### config.mk
export PLATFORM = sky130hd
export DESIGN_NAME = keypad_scanner
export DESIGN_NICKNAME = d
export VERILOG_FILES = /design/src/rtl/keypad_pkg.sv /design/src/rtl/sync2.sv /design/src/rtl/keypad_scanner.sv
export SDC_FILE = /design/constraint.sdc
export NUM_CORES = 1
export LEC_CHECK = 0
export ABC_AREA = 1
export CORE_MARGIN = 2
export CORE_UTILIZATION = 54
export CTS_BUF_LIST = sky130_fd_sc_hd__clkbuf_8
export DETAILED_ROUTE_END_ITERATION = 8
export PLACE_DENSITY = 0.79
export RECOVER_POWER = 100
export SLEW_MARGIN = 10
export SYNTH_ARGS = -nofsm -noshare
export SYNTH_HDL_FRONTEND = slang
export SYNTH_HIERARCHICAL = 1
export SYNTH_SLANG_ARGS = --single-unit
### constraint.sdc
create_clock -name clk -period 1.95 [get_ports clk]
set_input_delay 0.585 -clock clk [delete_from_list [all_inputs] [get_ports clk]]
set_output_delay 0.585 -clock clk [all_outputs]
set_load 0.01 [all_outputs]
### src/rtl/keypad_pkg.sv
// Shared types and constants for the 4x4 keypad scanner.
// KEYMAP is indexed by {row, col}; row 3 carries the * / # keys as E / F.
package keypad_pkg;

   typedef enum logic [1:0] {
      SCAN,
      PRESS_DB,
      HOLD
   } kp_state_t;

   localparam logic [3:0] KEYMAP [16] = '{
      4'h1, 4'h2, 4'h3, 4'hA,
      4'h4, 4'h5, 4'h6, 4'hB,
      4'h7, 4'h8, 4'h9, 4'hC,
      4'hE, 4'h0, 4'hF, 4'hD
   };

   // Lowest-indexed active-low column wins when several keys share a row.
   function automatic logic [1:0] first_low(input logic [3:0] i_col);
      logic [1:0] w_idx;
      w_idx = 2'd3;
      if (!i_col[2]) w_idx = 2'd2;
      if (!i_col[1]) w_idx = 2'd1;
      if (!i_col[0]) w_idx = 2'd0;
      return w_idx;
   endfunction

endpackage

### src/rtl/sync2.sv
// Two-flop synchronizer for asynchronous level inputs.
// Reset value is selectable so pulled-up lines come out of reset idle.
module sync2 #(
   parameter int unsigned        WIDTH   = 1,
   parameter logic [WIDTH-1:0]   RST_VAL = '0
) (
   input  logic              i_clk,
   input  logic              i_rst,
   input  logic [WIDTH-1:0]  i_d,
   output logic [WIDTH-1:0]  o_q
);

   logic [WIDTH-1:0] r_meta;
   logic [WIDTH-1:0] r_sync;

   always_ff @(posedge i_clk) begin
      if (i_rst) begin
         r_meta <= RST_VAL;
         r_sync <= RST_VAL;
      end else begin
         r_meta <= i_d;
         r_sync <= r_meta;
      end
   end

   assign o_q = r_sync;

endmodule

### src/rtl/keypad_scanner.sv
// 4x4 matrix keypad scanner: row strobing, debounced press/release detection,
// and a valid/ack handshake with a sticky overrun flag.
module keypad_scanner
   import keypad_pkg::*;
#(
   parameter int unsigned SCAN_DIV       = 27000,
   parameter int unsigned DEBOUNCE_TICKS = 4
) (
   input  logic        clk,
   input  logic        rst,
   input  logic [3:0]  col_n,
   output logic [3:0]  row_n,
   output logic [3:0]  key_code,
   output logic        key_valid,
   input  logic        key_ack,
   output logic        overrun
);

   localparam int unsigned TW = $clog2(SCAN_DIV);
   localparam int unsigned DW = $clog2(DEBOUNCE_TICKS + 1);
   localparam logic [TW-1:0] TICK_LAST = TW'(SCAN_DIV - 1);
   localparam logic [DW-1:0] DB_LAST   = DW'(DEBOUNCE_TICKS - 1);

   logic [3:0]    w_col_s;
   logic          w_tick;
   logic          w_accept;
   logic [TW-1:0] r_tick_cnt;
   kp_state_t     r_state;
   logic [1:0]    r_row;
   logic [3:0]    r_row_n;
   logic [1:0]    r_col;
   logic [DW-1:0] r_db_cnt;
   logic [3:0]    r_key_code;
   logic          r_key_valid;
   logic          r_overrun;

   sync2 #(
      .WIDTH   (4),
      .RST_VAL (4'hF)
   ) u_col_sync (
      .i_clk (clk),
      .i_rst (rst),
      .i_d   (col_n),
      .o_q   (w_col_s)
   );

   assign w_tick = (r_tick_cnt == TICK_LAST);

   always_ff @(posedge clk) begin
      if (rst || w_tick) r_tick_cnt <= '0;
      else               r_tick_cnt <= r_tick_cnt + TW'(1);
   end

   // The pre-increment count is compared, so accept lands on the tick that
   // brings the confirmed-press count up to DEBOUNCE_TICKS.
   always_comb begin
      w_accept = (r_state == PRESS_DB) && w_tick && !w_col_s[r_col]
                 && (r_db_cnt >= DB_LAST);
   end

   always_ff @(posedge clk) begin
      if (rst) begin
         r_state     <= SCAN;
         r_row       <= 2'd0;
         r_row_n     <= 4'b1110;
         r_col       <= 2'd0;
         r_db_cnt    <= '0;
         r_key_code  <= 4'h0;
         r_key_valid <= 1'b0;
         r_overrun   <= 1'b0;
      end else begin
         if (w_tick) begin
            case (r_state)
               SCAN: begin
                  if (w_col_s != 4'hF) begin
                     r_col    <= first_low(w_col_s);
                     r_db_cnt <= DW'(1);
                     r_state  <= PRESS_DB;
                  end else begin
                     r_row   <= r_row + 2'd1;
                     r_row_n <= {r_row_n[2:0], r_row_n[3]};
                  end
               end
               PRESS_DB: begin
                  if (!w_col_s[r_col]) begin
                     if (r_db_cnt >= DB_LAST) begin
                        r_state  <= HOLD;
                        r_db_cnt <= '0;
                     end else begin
                        r_db_cnt <= r_db_cnt + DW'(1);
                     end
                  end else begin
                     r_state  <= SCAN;
                     r_db_cnt <= '0;
                     r_row    <= r_row + 2'd1;
                     r_row_n  <= {r_row_n[2:0], r_row_n[3]};
                  end
               end
               HOLD: begin
                  if (w_col_s[r_col]) begin
                     if (r_db_cnt >= DB_LAST) begin
                        r_state  <= SCAN;
                        r_db_cnt <= '0;
                        r_row    <= r_row + 2'd1;
                        r_row_n  <= {r_row_n[2:0], r_row_n[3]};
                     end else begin
                        r_db_cnt <= r_db_cnt + DW'(1);
                     end
                  end else begin
                     r_db_cnt <= '0;
                  end
               end
               default: r_state <= SCAN;
            endcase
         end

         // A same-cycle ack frees the slot, so the new key wins without overrun.
         if (w_accept) begin
            if (!r_key_valid || key_ack) begin
               r_key_code  <= KEYMAP[{r_row, r_col}];
               r_key_valid <= 1'b1;
            end else begin
               r_overrun   <= 1'b1;
            end
         end else if (key_ack && r_key_valid) begin
            r_key_valid <= 1'b0;
         end
      end
   end

   assign row_n     = r_row_n;
   assign key_code  = r_key_code;
   assign key_valid = r_key_valid;
   assign overrun   = r_overrun;

endmodule
==> results of run 1 <==
final timing paths:
kind / end / slack (ns) / depth (start not counted)
max: row_n[0] / 0.12 / 1
min: u_col_sync/o_q[2] / 0.41 / 2
max reg2reg: r_tick_cnt[6] / 0.26 / 9
min reg2reg: u_col_sync/o_q[2] / 0.41 / 2
metal layers:
metal  up-vias  track usage [%]
met2        34             34.2
met3         4             5.43
li1       1025                -
met4         0             5.00
met1       844             26.5
met5         -                0
worst min-delay path, delay by kind of cell, from the launching register on:
family        cells  cell delay, ns
flops             1            0.31
simple gates      1            0.04
buf+inv           1            0.03
layout by cell type, fill, tap and decap left out, types with 4 or more instances in the layout:
cell type | synthesis | layout
sky130_fd_sc_hd__dfxtp_1 | 42 | 42
sky130_fd_sc_hd__nand2_4 | 4 | 4
sky130_fd_sc_hd__inv_1 | 47 | 50
sky130_fd_sc_hd__ha_1 | 12 | 12
sky130_fd_sc_hd__inv_2 | 6 | 5
sky130_fd_sc_hd__nand4_1 | 4 | 4
sky130_fd_sc_hd__nand2_1 | 81 | 82
sky130_fd_sc_hd__nand3_1 | 18 | 19
sky130_fd_sc_hd__nand2_2 | 5 | 4
sky130_fd_sc_hd__clkbuf_8 | 0 | 5
sky130_fd_sc_hd__nor2_1 | 42 | 44
sky130_fd_sc_hd__a21oi_1 | 19 | 19
sky130_fd_sc_hd__o21ai_0 | 10 | 10
sky130_fd_sc_hd__dlygate4sd3_1 | 0 | 11
sky130_fd_sc_hd__clkdlybuf4s50_1 | 0 | 5
registers in the layout, indices dropped and copies added, names as in the netlist, 2 cells and up:
name / count
r_row: 2
u_col_sync/o_q: 4
r_tick_cnt: 15
r_col: 2
row_n: 4
key_code: 4
u_col_sync/r_meta: 4
r_state: 2
r_db_cnt: 3
kinds of logic after synthesis:
| family | after synthesis |
|---|---|
| buffers and inverters | 58 |
| XOR/XNOR | 5 |
| adder cells (fa/ha/maj) | 12 |
| flip-flops | 42 |
| AO/OA/AOI/OAI | 33 |
| AND/OR/NAND/NOR | 170 |
area by class of cell:
type	instances	area (um^2)	area share, %
Inverter	53	199	7.94
Sequential cell	42	841	33.5
Clock buffer	5	68.8	2.75
Tap cell	50	62.6	2.50
Multi-Input combinational cell	220	1150	45.9
Clock inverter	2	7.51	0.300
Timing Repair Buffer	19	176	7.04
where the power goes:
part           switching (mW)  internal, mW  total, mW
combinational          0.0445        0.0291     0.0736
sequential            0.00705         0.870      0.877
clock                   0.273         0.236      0.509
per-stage QoR:
stage | hold WS (ns) | instance area, um^2 | power (mW)
floorplan | 0.387 | 2230 | 0.947
global placement | 0.392 | 2450 | 0.972
detailed placement | 0.396 | 2450 | 0.975
CTS | 0.414 | 2520 | 1.49
global route | 0.435 | 2510 | 1.53
finish | 0.411 | 2510 | 1.46
==> results, run 1 <==
- The flow ran to the end, and the final reports show no timing, DRC or antenna violations.
- At the later pin of the worst-skew pair, clock insertion delay measures 0.29 ns.
- The die covers 0.00466 mm^2.
- For this design, the slowest cell found on the critical path is sky130_fd_sc_hd__dlygate4sd3_1.
- Dividing the detail-routed wire length by the instance count gives roughly 10 um.
- The final critical-path share of the clock period is 94.1%.
- The power density over cell area is 582 mW/mm^2.
- The biggest cell delay along the critical path is slightly above 0.6 ns.
- The pin count of the biggest net entering global routing is 13.
- The antenna diode count is 0.
- The total global-route track usage is 20.6%.
- Input and output buffers added on the ports amount to 16.
- The global placer's final weighted congestion is 0.827.
- The depth of the CTS H-tree is 2.
- The synthesized-area fraction occupied by xor and xnor cells is 1.96%.
- The non-filler instance count after layout is 391.
- After the last flow step, the layout net total stands at 360.
- The number of synthesized register bits is 42.
- For this run, the share of the core covered by cells in the final layout is 62.7%.
- The max-slew violation count is 0.
- The number of placement rows is 23.
- The number of ports placed on the die boundary is 17.
- The total count of hold-check failures in the final report is 0.
- The aggregate global routing overflow is 0.
- Dividing the detail-routed via count by the number of cells gives 4.88.
- The first global-routing pass estimated 7.28 mm of wire.
- The worst hold path belongs to the class flop to flop.
- The required arrival time at the worst endpoint is 1.36 ns.
- The library cell used as clock root buffer is sky130_fd_sc_hd__clkbuf_8.
- Counting tap cells, the placed design contains a total of 384 instances.
- The relative slew slack is 67.2%.
- The worst setup slack after layout is 0.116 ns.
- The width of the die is 68.3 um.
- In this design, the largest share of critical-path delay is due to buffers and inverters.
- The highest clock frequency the design can meet is 545 MHz.
- For this design, the sink count on the clock tree is 42.
- The sequential element share of the synthesized area is 37.7%.
- Once the floorplan was initialized, standard cells occupied 55.8% of the core.
- The via total after detailed routing is 1,907.
- The mux cell area share after synthesis is 0%.
- TritonCTS built the clock tree.
- Clock tree synthesis inserted a total of 5 buffers.
- STA classifies the critical path startpoint as a flop.
- The detailed router finished its first iteration with 88 violations.
- Detailed routing placed a total of 1.87 mm of wire on met2.
- The dominant register cell in the synthesized netlist is sky130_fd_sc_hd__dfxtp_1.
- In this run the most critical hold path is launched from u_col_sync/r_meta[2].
- Walking the worst path, the cells encountered are dlygate4sd3_1.
- For this design the static power due to leakage is between 1 and 1.5 nW.
- The commonest cells after synthesis are 81 x sky130_fd_sc_hd__nand2_1, 47 x sky130_fd_sc_hd__inv_1, 42 x sky130_fd_sc_hd__dfxtp_1, 42 x sky130_fd_sc_hd__nor2_1, 19 x sky130_fd_sc_hd__a21oi_1.
- The synthesis-to-finish area growth is 12.3%.
- The count of fill cells added during filler insertion is 376.
- The number of nets with antenna violations after routing is 0.
- Once the clock tree was built, the setup fixing pass inserted 0 buffers.
- In this run, post-CTS repair resized a total of 0 instances.
- Of all nets on the critical path, the largest fanout is 3.
- The detailed router put a total of around 2 mm of wire on met1.
- The maximum clock skew at final layout is 0.00767 ns.
- Hold repair after CTS inserted 0 buffers.
- The number of enable flip-flop cells after synthesis is 0.
- The pin slew with the least headroom to its limit is between 0.4 and 0.5 ns.
- The count of buffering cells on the critical path with inverters included is 1.
- The synthesized design devotes to its leading area cell type a little under two fifths of total area.
- After synthesis, the cell types taking the most area are sky130_fd_sc_hd__dfxtp_1 38%, sky130_fd_sc_hd__nand2_1 14%, sky130_fd_sc_hd__inv_1 7.9%.
- The maximum ir drop on the vdd rail is 0.316 mV.
- During synthesis, Yosys emitted a total of 6 warnings.
- The arithmetic-cell share of the synthesized area counting full adders, half adders and majority gates is around 6.7%.
- The largest family of logic cells by synthesized area is simple AND/OR/NAND/NOR gates.
- Setup violations remaining at the end of the flow were counted as 0.
- The top cell type by total area after synthesis is sky130_fd_sc_hd__dfxtp_1.
- Synthesis instantiated 31 different standard cells from the library.
- The type of element capturing the critical path is a primary output.
- The cell area that synthesis handed to floorplanning was 0.00223 mm^2.
- The first detailed-routing pass took 4 iterations.
- In the post-synthesis netlist, the cell with the most instances is sky130_fd_sc_hd__nand2_1.
- Data on the critical path arrives at its endpoint at ~1.3 ns.
- The tool flagged a number of max-cap violations equal to 0.
- In the synthesized netlist the async set-or-reset flop fraction comes to 0%.
- The pre-CTS setup slack is 0.103 ns.
- Averaged over all synthesized cells, the footprint is 6.98 um^2.
- In this run the standard cell core region covers 0.00400 mm^2.
- The worst setup path is of the flop to primary output kind.
- The startpoint identified for the worst register-to-register timing path is r_tick_cnt[0].
- No sink is reached through more buffers than the 2 on the longest clock path.
- The share of the synthesized area in compound gates (AO/OA/AOI/OAI) is 7.79%.
- The post-route netlist has 8.21% of its cells at a drive strength greater than 1.
- The height of the die is 68.3 um.
- The post-CTS clock slew at the launch and capture registers of the worst setup and hold paths is around 0.08 ns.
- The worst setup path startpoint is row_n[0].
- The post-DP HPWL is 3.06 mm.
- The highest metal layer with signal wires is met4.
- Summed over all failing endpoints, the final setup total negative slack is 0 ns.
- Subtracting the final worst setup slack from the clock period gives 1.83 ns.
- Synthesis produced a netlist with a net count of ~340.
- The basic-gate share of the synthesized area counting and, or, nand and nor cells is 35.7%.
- The remaining routing DRC violations is 0.
- Setup repair after global routing left no endpoint under its margin.
- After detailed routing, the total wire length is 4.07 mm.
- The initial antenna violation count is 0.
- After detailed routing, the met3 layer carries 182 um of wire.
- Counting every instance in the synthesized netlist gives between 300 and 400.
- The via count of the first global-routing pass is 1,747.
Power figures use the tool's default switching activity.
==> run 2: changes to the inputs <==
--- a/config.mk
+++ b/config.mk
@@ -10,6 +10,7 @@
 export CORE_UTILIZATION = 54
 export CTS_BUF_LIST = sky130_fd_sc_hd__clkbuf_8
 export DETAILED_ROUTE_END_ITERATION = 8
+export MAX_ROUTING_LAYER = met4
 export PLACE_DENSITY = 0.79
 export RECOVER_POWER = 100
 export SLEW_MARGIN = 10
==> run 2 against run 1 <==
Net effect:
- non-clock buffer count unchanged
- register-to-register slack hardly changed
- first-iteration DRC count unchanged
- highest routed layer unchanged
- wire length about the same
- worst hold slack barely moved
- cell count did not move
- power stayed put
- critical endpoint unchanged
- critical path depth is the same
- core utilization did not move
- largest cell class unchanged
- clock skew is essentially flat
- sequential cell count unchanged
- via count up 0.31%
==> results, run 2 (synthesis gave the netlist of run 1 again) <==
- The flow ran to the end, and the final reports show no timing, DRC or antenna violations.
- The count of cells resized by post-cts repair is 0.
- The final core utilization is 62.7%.
- After routing, the total negative slack on setup checks comes to 0 ns.
- The floorplan step set the die height to a little under 70 um.
- The clock power share is 34.9%.
- The number of cells after detailed placement is 384.
- The static leakage power is 1.21 nW.
- The starting utilization of the core area is 55.8%.
- Timing would allow up to 545 MHz.
- Across the run, the number of max-cap violations was 0.
- Power spread over the standard cell area amounts to 582 mW/mm^2.
- The post-CTS clock slew at the launch and capture registers of the worst setup and hold paths is 0.08 ns.
- After legalization and detailed placement, the total HPWL measured 3.06 mm.
- The initial antenna violation count was 0.
- The worst hold path passes through 2 cells.
- In this run the critical register-to-register path is captured at r_tick_cnt[6].
- The required arrival time at the worst endpoint is around 1.4 ns.
- The worst endpoint data arrival time is between 1 and 1.5 ns.
- CTS placed an instance of sky130_fd_sc_hd__clkbuf_8 at the clock tree root.
- 17 I/O pins were placed.
- In the final layout, the share of cells above drive strength 1 is 8.21%.
- Setup violations remaining at the end of the flow were counted as 0.
- Net switching is 22.2% of the power.
- The antenna diode count is 0.
- The most common library cell in the layout ignoring fill and taps is sky130_fd_sc_hd__nand2_1.
- The total iterations of the first detailed-routing run is 4.
- The signal on the critical path passes through dlygate4sd3_1.
- The maximum clock skew at final layout is 0.00769 ns.
- The count of fill cells added during filler insertion is ~380.
- In the layout the commonest cells are 82 x sky130_fd_sc_hd__nand2_1, 50 x sky130_fd_sc_hd__inv_1, 44 x sky130_fd_sc_hd__nor2_1.
- The overall power after layout is roughly 1.5 mW.
- In this run the deepest clock path goes through 2 buffers.
- The number of clock buffers inserted by TritonCTS is 5.
- The internal power of the cells totals 1.14 mW.
- The type of element capturing the critical path is a primary output.
- The first global-routing pass estimated just over 7 mm of wire.
- In this run the number of cells on the critical path is 1.
- The reported net switching power is 0.325 mW.
- The maximum ir drop on the vdd rail is 0.316 mV.
- The worst flop-to-flop path startpoint is r_tick_cnt[0].
- Entering global routing, the biggest net connects 13 pins.
- The worst hold path terminates at u_col_sync/o_q[2].
- The post-place instance area is 0.00245 mm^2.
- The tightest hold margin is slightly above 0.4 ns.
- The number of cells on the worst reg-to-reg path is 9.
- The wire length per cell is about 10 um.
- The shortest period the worst path allows is 1.83 ns.
- The via count of the first global-routing pass is 1,755.
- Setup slack closes at 0.116 ns.
- The total wire length after detailed routing is 4.07 mm.
- Setup slack on the worst reg-to-reg path comes out at 0.26 ns.
- The number of nets in the layout is 360.
- The worst-skew pair later-pin latency is ~0.29 ns.
- The total count of hold-check failures in the final report was 0.
- Sequential cells account for 60.1% of the total power.
- The start point of the worst min-delay path is u_col_sync/r_meta[2].
- Counting both buffers and inverters, the worst setup path holds a total of 1.
- The width of the die is 68.3 um.
- The non-filler instance count after layout is 391.
- In this run the worst hold path is classified as flop to flop.
- Global routing used 21.2% of the available tracks across all layers.
- The critical path class is flop to primary output.
- The max-slew violation count is 0.
- The highest net fanout along the worst path is 3.
- The largest register by flop count is r_tick_cnt.
- Buffers added to address setup during post-CTS repair amount to 0.
- The launching element type of the critical path is a flop.
- The per-cell via count in the routed design is just under 5.
- The area of all placed cells without fillers is 0.00251 mm^2.
- The number of sinks on the clock net is 42.
- Once detail routing completed, the nets flagged for antenna violations numbered 0.
- The die covers 0.00466 mm^2.
- Before CTS, the worst setup slack after placement is 0.103 ns.
- Hold repair after CTS inserted 0 buffers.
- TritonCTS built the clock tree.
- In this run the number of H-tree levels came out at 2.
- The slowest stage of the critical path is the sky130_fd_sc_hd__dlygate4sd3_1 cell.
- The number of placement rows is 23.
- Broken down by cell family, the worst path's largest delay share belongs to buffers and inverters.
- The global placer's final weighted congestion is 0.840.
- Of the total power, combinational logic draws 5.0%.
- Relative to the synthesized area, the layout overhead comes to 12.3%.
- The relative slew slack is 66.3%.
- The biggest cell delay along the critical path is around 0.61 ns.
- The register with the most flip-flops in the layout has 15 of them.
- The pin slew with the least headroom to its limit is between 0.5 and 0.6 ns.
- The number of violations reported at the end of detailed-routing iteration 0 is between 80 and 90.
- The count of buffers from port buffering is 16.
- The via total after detailed routing is 1,913.
- The aggregate global routing overflow is 0.
- Setup repair after global routing left no endpoint under its margin.
- The area inside the core boundary is 0.00400 mm^2.
- The final critical-path share of the clock period is 94.1%.
- The remaining routing DRC violations is 0.
-- run 2: cell counts in the layout (fill, tap and decap cells not counted) --
Identical to the previous run, type by type.
-- run 2: worst max-delay path by stage --
stage	from	endpoint	slack, ns
floorplan	r_tick_cnt[0]	r_tick_cnt[10]	0.51
global placement	key_ack	key_code[3]	0.15
detailed placement	key_ack	key_code[3]	0.10
CTS	row_n[0]	row_n[0]	0.16
global route	r_tick_cnt[0]	r_tick_cnt[7]	0.04
finish	row_n[0]	row_n[0]	0.12
-- run 2: area by class of cell --
type                            instances  area [um^2]  area share, %
Clock buffer                            5         68.8           2.75
Multi-Input combinational cell        220         1150           45.9
Clock inverter                          2         7.51          0.300
Inverter                               53          199           7.94
Tap cell                               50         62.6           2.50
Sequential cell                        42          841           33.5
Timing Repair Buffer                   19          176           7.04
-- run 2: power by group through the flow --
stage	Sequential [mW]	Combinational [mW]	Clock, mW
CTS	0.877	0.0781	0.532
global placement	0.897	0.0750	0
detailed placement	0.897	0.0776	0
global route	0.879	0.0859	0.569
floorplan	0.895	0.0520	0
finish	0.877	0.0737	0.509
-- run 2: metal layers --
metal | part of all wire, % | global-route usage (%)
met3 | 4.4 | 5.43
met5 | 0 | -
met4 | 1.3 | 6.25
met2 | 45 | 33.6
met1 | 49 | 26.5
